===== config.mk =====
export PLATFORM = sky130hd
export DESIGN_NAME = gcm_input_packer
export DESIGN_NICKNAME = d
export VERILOG_FILES = /design/src/rtl/gcm_input_packer.sv
export SDC_FILE = /design/constraint.sdc
export NUM_CORES = 2
export LEC_CHECK = 0
export ABC_AREA = 1
export CAP_MARGIN = 25
export CORE_MARGIN = 2
export CORE_UTILIZATION = 65
export CTS_BUF_LIST = sky130_fd_sc_hd__clkbuf_8
export DETAILED_ROUTE_END_ITERATION = 16
export DONT_BUFFER_PORTS = 1
export GPL_ROUTABILITY_DRIVEN = 1
export PLACE_DENSITY = 0.82
export SLEW_MARGIN = 0
export SYNTH_ARGS = -nofsm -noshare
export SYNTH_HDL_FRONTEND = slang
export SYNTH_SLANG_ARGS = --single-unit

===== constraint.sdc =====
create_clock -name clk -period 2.6 [get_ports clk]
set_clock_uncertainty 0.05 [all_clocks]
set_input_delay 0.52 -clock clk [delete_from_list [all_inputs] [get_ports clk]]
set_output_delay 0.52 -clock clk [all_outputs]
set_load 0.1 [all_outputs]

===== src/rtl/gcm_input_packer.sv =====
// Packs a tagged 32-bit AAD/plaintext word stream into 128-bit big-endian GCM blocks
// and accumulates the len(A)||len(C) word for each message.
//
// state | meaning
// ACC   | accepting words, staging them into the current block
// LEN   | one-cycle gap after the message's final word; length word published
module gcm_input_packer #(
  parameter int LEN_W = 64
) (
  input  logic           clk,
  input  logic           rst_n,
  input  logic           i_valid,
  output logic           o_ready,
  input  logic [0:31]    i_word,
  input  logic           i_is_aad,
  input  logic           i_seg_last,
  input  logic           i_msg_last,
  input  logic [2:0]     i_nbytes,
  output logic           o_signal,
  output logic [0:127]   o_plain_text,
  output logic [0:127]   o_aad,
  output logic           o_is_aad,
  output logic           o_last,
  output logic [0:127]   o_instance_size
);

  typedef enum logic {ACC, LEN} state_t;

  state_t             state;
  logic               ready_q;
  logic [0:127]       stage_data;
  logic [1:0]         idx;
  logic               stage_aad;
  logic               pend;
  logic [0:127]       pend_data;
  logic               pend_aad;
  logic               pend_last;
  logic [LEN_W-1:0]   aad_bits;
  logic [LEN_W-1:0]   pt_bits;

  logic               accept;
  logic [2:0]         eff_nb;
  logic [0:31]        word_m;
  logic               type_sw;
  logic [1:0]         ins_idx;
  logic [0:127]       blk_fill;
  logic               blk_done;
  logic               msg_end;
  logic [5:0]         add_bits;
  logic [LEN_W-1:0]   aad_nx;
  logic [LEN_W-1:0]   pt_nx;
  logic [63:0]        aad_ext;
  logic [63:0]        pt_ext;

  logic               emit_v;
  logic [0:127]       emit_data;
  logic               emit_aad;
  logic               emit_last;

  function automatic logic [LEN_W-1:0] sat_add(input logic [LEN_W-1:0] a,
                                               input logic [5:0] b);
    logic [LEN_W:0] s;
    s = {1'b0, a} + (LEN_W+1)'(b);
    return s[LEN_W] ? {LEN_W{1'b1}} : s[LEN_W-1:0];
  endfunction

  assign o_ready  = ready_q;
  assign accept   = i_valid && ready_q;
  assign eff_nb   = (!i_seg_last || i_nbytes == 3'd0 || i_nbytes > 3'd4) ? 3'd4 : i_nbytes;
  assign add_bits = {eff_nb, 3'b000};
  assign msg_end  = i_seg_last && i_msg_last;

  // A staged partial block of the other type means the segment ended without seg_last.
  assign type_sw  = (idx != 2'd0) && (i_is_aad != stage_aad);
  assign ins_idx  = type_sw ? 2'd0 : idx;
  assign blk_done = (ins_idx == 2'd3) || i_seg_last;

  always_comb begin
    word_m = '0;
    for (int b = 0; b < 4; b++) begin
      if (3'(b) < eff_nb) word_m[8*b +: 8] = i_word[8*b +: 8];
    end
  end

  always_comb begin
    blk_fill = type_sw ? '0 : stage_data;
    blk_fill[{ins_idx, 5'b00000} +: 32] = word_m;
  end

  assign aad_nx  = (accept && i_is_aad)  ? sat_add(aad_bits, add_bits) : aad_bits;
  assign pt_nx   = (accept && !i_is_aad) ? sat_add(pt_bits, add_bits)  : pt_bits;
  assign aad_ext = 64'(aad_nx);
  assign pt_ext  = 64'(pt_nx);

  always_comb begin
    emit_v    = 1'b0;
    emit_data = '0;
    emit_aad  = 1'b0;
    emit_last = 1'b0;
    if (accept) begin
      if (type_sw) begin
        emit_v    = 1'b1;
        emit_data = stage_data;
        emit_aad  = stage_aad;
      end else if (blk_done) begin
        emit_v    = 1'b1;
        emit_data = blk_fill;
        emit_aad  = i_is_aad;
        emit_last = msg_end;
      end
    end else if (pend) begin
      emit_v    = 1'b1;
      emit_data = pend_data;
      emit_aad  = pend_aad;
      emit_last = pend_last;
    end
  end

  always_ff @(posedge clk or negedge rst_n) begin
    if (!rst_n) begin
      state           <= ACC;
      ready_q         <= 1'b1;
      stage_data      <= '0;
      idx             <= 2'd0;
      stage_aad       <= 1'b0;
      pend            <= 1'b0;
      pend_data       <= '0;
      pend_aad        <= 1'b0;
      pend_last       <= 1'b0;
      aad_bits        <= '0;
      pt_bits         <= '0;
      o_signal        <= 1'b0;
      o_plain_text    <= '0;
      o_aad           <= '0;
      o_is_aad        <= 1'b0;
      o_last          <= 1'b0;
      o_instance_size <= '0;
    end else begin
      o_signal <= emit_v;
      o_last   <= emit_v && emit_last;
      if (emit_v) begin
        o_is_aad <= emit_aad;
        if (emit_aad) o_aad        <= emit_data;
        else          o_plain_text <= emit_data;
      end
      if (pend && !accept) pend <= 1'b0;

      case (state)
        ACC: begin
          if (accept) begin
            aad_bits <= aad_nx;
            pt_bits  <= pt_nx;
            if (type_sw && blk_done) begin
              // Flushed block goes out now; the new single-word block follows next cycle.
              pend       <= 1'b1;
              pend_data  <= blk_fill;
              pend_aad   <= i_is_aad;
              pend_last  <= msg_end;
              stage_data <= '0;
              idx        <= 2'd0;
            end else if (type_sw) begin
              stage_data <= blk_fill;
              idx        <= 2'd1;
              stage_aad  <= i_is_aad;
            end else if (blk_done) begin
              stage_data <= '0;
              idx        <= 2'd0;
            end else begin
              stage_data <= blk_fill;
              idx        <= idx + 2'd1;
              stage_aad  <= i_is_aad;
            end
            if (msg_end) begin
              state           <= LEN;
              o_instance_size <= {aad_ext, pt_ext};
              aad_bits        <= '0;
              pt_bits         <= '0;
            end
            ready_q <= !(msg_end || (type_sw && blk_done));
          end else begin
            ready_q <= 1'b1;
          end
        end
        LEN: begin
          state   <= ACC;
          ready_q <= 1'b1;
        end
        default: begin
          state   <= ACC;
          ready_q <= 1'b1;
        end
      endcase
    end
  end

endmodule


==> results.cfg <==
[power_and_ir_drop]
pwr-share-clk = 0.225
irDropWorstVdd_v = 0.00107
p_leak_nw = 22.9
combPwrFrac = 0.330
finalPower_mw = 48.1
cell_internal_pwr_mw = 24.5
pwr-share-seq = 0.445
switching_power_mw = 23.5
p_per_area_nw_per_um2 = 1080
p_sw_frac = 0.490

[synth]
ys_seq_area_frac = 0.520
synth_warnings = 0
netlist_instances = 4918
synth_nets = 4966
synth_edf_count = 0
async_reset_ff_frac = 1.00
ys_seq_elements = 779
syn_area_per_cell_um2 = 7.62
synth.cell_area_um2 = 37500
synth_cell_types = 45
synth_ff_type = dfrtp_1

[placement]
post-dp-hpwl_um = 78600
port_buffers = 0
dp.cells = 5892
place_congestion = 0.980

[setup_path]
reg2reg_to = aad_bits[4]$_DFFE_PN0P_
r2r_setup_slack_ps = 90
crit_end = aad_bits[4]$_DFFE_PN0P_
r2r_cells = 9
critPathMaxFanout = 47
arrival_ps = 3110
cp.required_ps = 3200
path_class = reg2reg
crit_path_start_kind = register
end_kind = register
r2r-start = o_ready$_DFF_PN1_
cp-startpoint = o_ready$_DFF_PN1_

[final_layout]
final_cells = 6146
final_util = 0.779
drive_above_1_share = 0.141
area_growth_pct = 19.1
num-nets-final = 5322
nFillCells = 4044

[sta]
whs_ps = -578
hold_viol = 360
setup_viol = 0
period_share = 0.967
timing.slew.headroom = 0.0165
slew_violations = 0
period_needed_ps = 2510
worst_pin_slew_ps = 1480
fmax_mhz = 398

[worst_hold_path]
hp-class = in2async

[clock_network]
cts_buffer_depth = 3
cts_hold_buf = 9
cts_inserted_buffers = 120
root_buffer = clkbuf_8
clock-sinks = 779
ctsHtreeMaxLevel = 3
clkTransAtPathRegs_ps = 60
cts_tree = built
clk-insertion-delay-late_ps = 770

[grt]
antenna_found_initial = 14
grt_pass1_vias = 34600
grtUsageTotal = 0.397
grt-ovfl-total = 0
grt_pass1_wl_um = 188000
grt_max_degree = 780

[floorplanning]
pin_count = 429
core_um2 = 57400
rows = 88
initial_core_util = 0.654
die_w_um = 244
die_area_um2 = 59600
fp.dieH_um = 244

[outcome]
status = complete, but fails checks
violations = negative hold slack

[run]
maxCapViolCount = 0

[detailed_routing]
wl_per_cell_um = 19.8
drt_iter0_drc = 4419
drc = 0
ant_nets = 0
drt_wl_total_um = 122000
vias = 36300
drt_first_pass_iters = 8
via_per_inst = 5.90
## power groups by stage
stage	clock [mW]	combinational, mW	sequential (mW)
3_3_place_gp	0	14.7	21.4
2_1_floorplan	0	5.53	26.5
5_1_grt	11.4	16.8	21.6
6_report	10.8	15.9	21.4
4_1_cts	10.9	15.2	21.3
3_5_place_dp	0	15.0	21.5
## repair_timing
| item | 4_1_cts | 5_1_grt |
|---|---|---|
| pin swaps | 0 | 7 |
| endpoints found under the hold margin | 809 | 332 |
| setup buffers | 0 | 8 |
| resized for setup | 3 | 41 |
| setup endpoints to repair | 29 | 410 |
| gates cloned | 0 | 5 |
## how the worst min path moves through the flow
stage	start	endpoint	slack, ps	cells past startpoint
detailed placement	rst_n	o_instance_size[97]$_DFFE_PN0P_	190	0
global route	rst_n	o_instance_size[96]$_DFFE_PN0P_	-590	0
floorplan	rst_n	aad_bits[0]$_DFFE_PN0P_	170	0
finish	rst_n	o_instance_size[97]$_DFFE_PN0P_	-580	0
global placement	rst_n	o_instance_size[97]$_DFFE_PN0P_	190	0
CTS	rst_n	o_instance_size[97]$_DFFE_PN0P_	-610	0
## cell usage in the layout (no fill, tap or decap), types with 69 or more instances in the layout
cell         n
buf_4      436
clkbuf_8   161
dfrtp_1    776
inv_1      490
nand2_1   1899
nand3_1    161
nand4_1     69
nor2_1     319
o21ai_0    384
o22ai_1    230
## stage by stage
stage	area [µm²]	setup TNS, ps	setup slack [ps]
2_1_floorplan	37600	-895	-24.6
3_3_place_gp	41500	-7810	-154
3_5_place_dp	41500	-22010	-254
4_1_cts	44200	-28.9	-28.9
5_1_grt	44700	-55.1	-15.7
6_report	44700	0	86.0
## logic make-up (layout without fill, tap and decap cells)
family / count (synthesis) / after routing / share of synthesized area
buffers and inverters: 737 / 1189 / 0.0769
AND/OR/NAND/NOR: 2598 / 2598 / 0.279
adder cells (fa/ha/maj): 7 / 7 / 0.00234
XOR/XNOR: 40 / 40 / 0.00934
AO/OA/AOI/OAI: 757 / 757 / 0.113
flip-flops: 779 / 779 / 0.520
other: 0 / 11 / 0
## final cells by class
type / count / area (µm²) / share of cell area
Inverter: 468 / 1780 / 0.0398
Multi-Input combinational cell: 3402 / 15300 / 0.344
Clock buffer: 161 / 2220 / 0.0496
Timing Repair Buffer: 503 / 4480 / 0.100
Antenna cell: 11 / 27.5 / 0.000616
Sequential cell: 779 / 19500 / 0.437
Clock inverter: 57 / 362 / 0.00810
Tap cell: 765 / 957 / 0.0214
## routing by layer
layer	vias up	global-route usage	part of all wire
li1	16500	-	-
met1	17200	0.543	0.39
met2	2157	0.594	0.44
met3	427	0.0924	0.11
met4	8	0.211	0.057
met5	-	0	0.00046
## synthesized netlist by cell type, types with 8 or more instances
| cell type | instances | area share |
|---|---|---|
| a21oi_1 | 29 | 0.0039 |
| a22o_1 | 13 | 0.0030 |
| a31oi_1 | 63 | 0.011 |
| buf_1 | 25 | 0.0025 |
| buf_2 | 62 | 0.0083 |
| buf_4 | 8 | 0.0016 |
| clkbuf_1 | 173 | 0.017 |
| dfrtp_1 | 778 | 0.52 |
| inv_1 | 455 | 0.046 |
| inv_2 | 8 | 0.00080 |
| nand2_1 | 1910 | 0.19 |
| nand3_1 | 172 | 0.023 |
| nand3b_1 | 17 | 0.0034 |
| nand4_1 | 69 | 0.012 |
| nor2_1 | 331 | 0.033 |
| nor3_1 | 49 | 0.0065 |
| nor4_1 | 20 | 0.0033 |
| o21ai_0 | 387 | 0.052 |
| o21ai_1 | 26 | 0.0035 |
| o22ai_1 | 230 | 0.038 |
| xor2_1 | 35 | 0.0082 |
## critical path, stage by stage (launching register included)
cell and delay, ps:
dfstp_4 630, nand2_2 130, buf_4 200, nor2_4 180, clkbuf_16 350, nand2_1 140, inv_2 220, buf_16 270
nand3_1 110, o21ai_0 100
## flip-flops by register name (all words and copies together) (netlist names)
register	flops
pend_data	128
pt_bits	64
stage_data	128
o_instance_size	128
pend_last	1
o_is_aad	1
o_ready	1
o_plain_text	128
stage_aad	1
aad_bits	64
pend	1
o_last	1
pend_aad	1
idx	2
o_aad	128
o_signal	1
state	1
(Power assumes the default switching activity.)
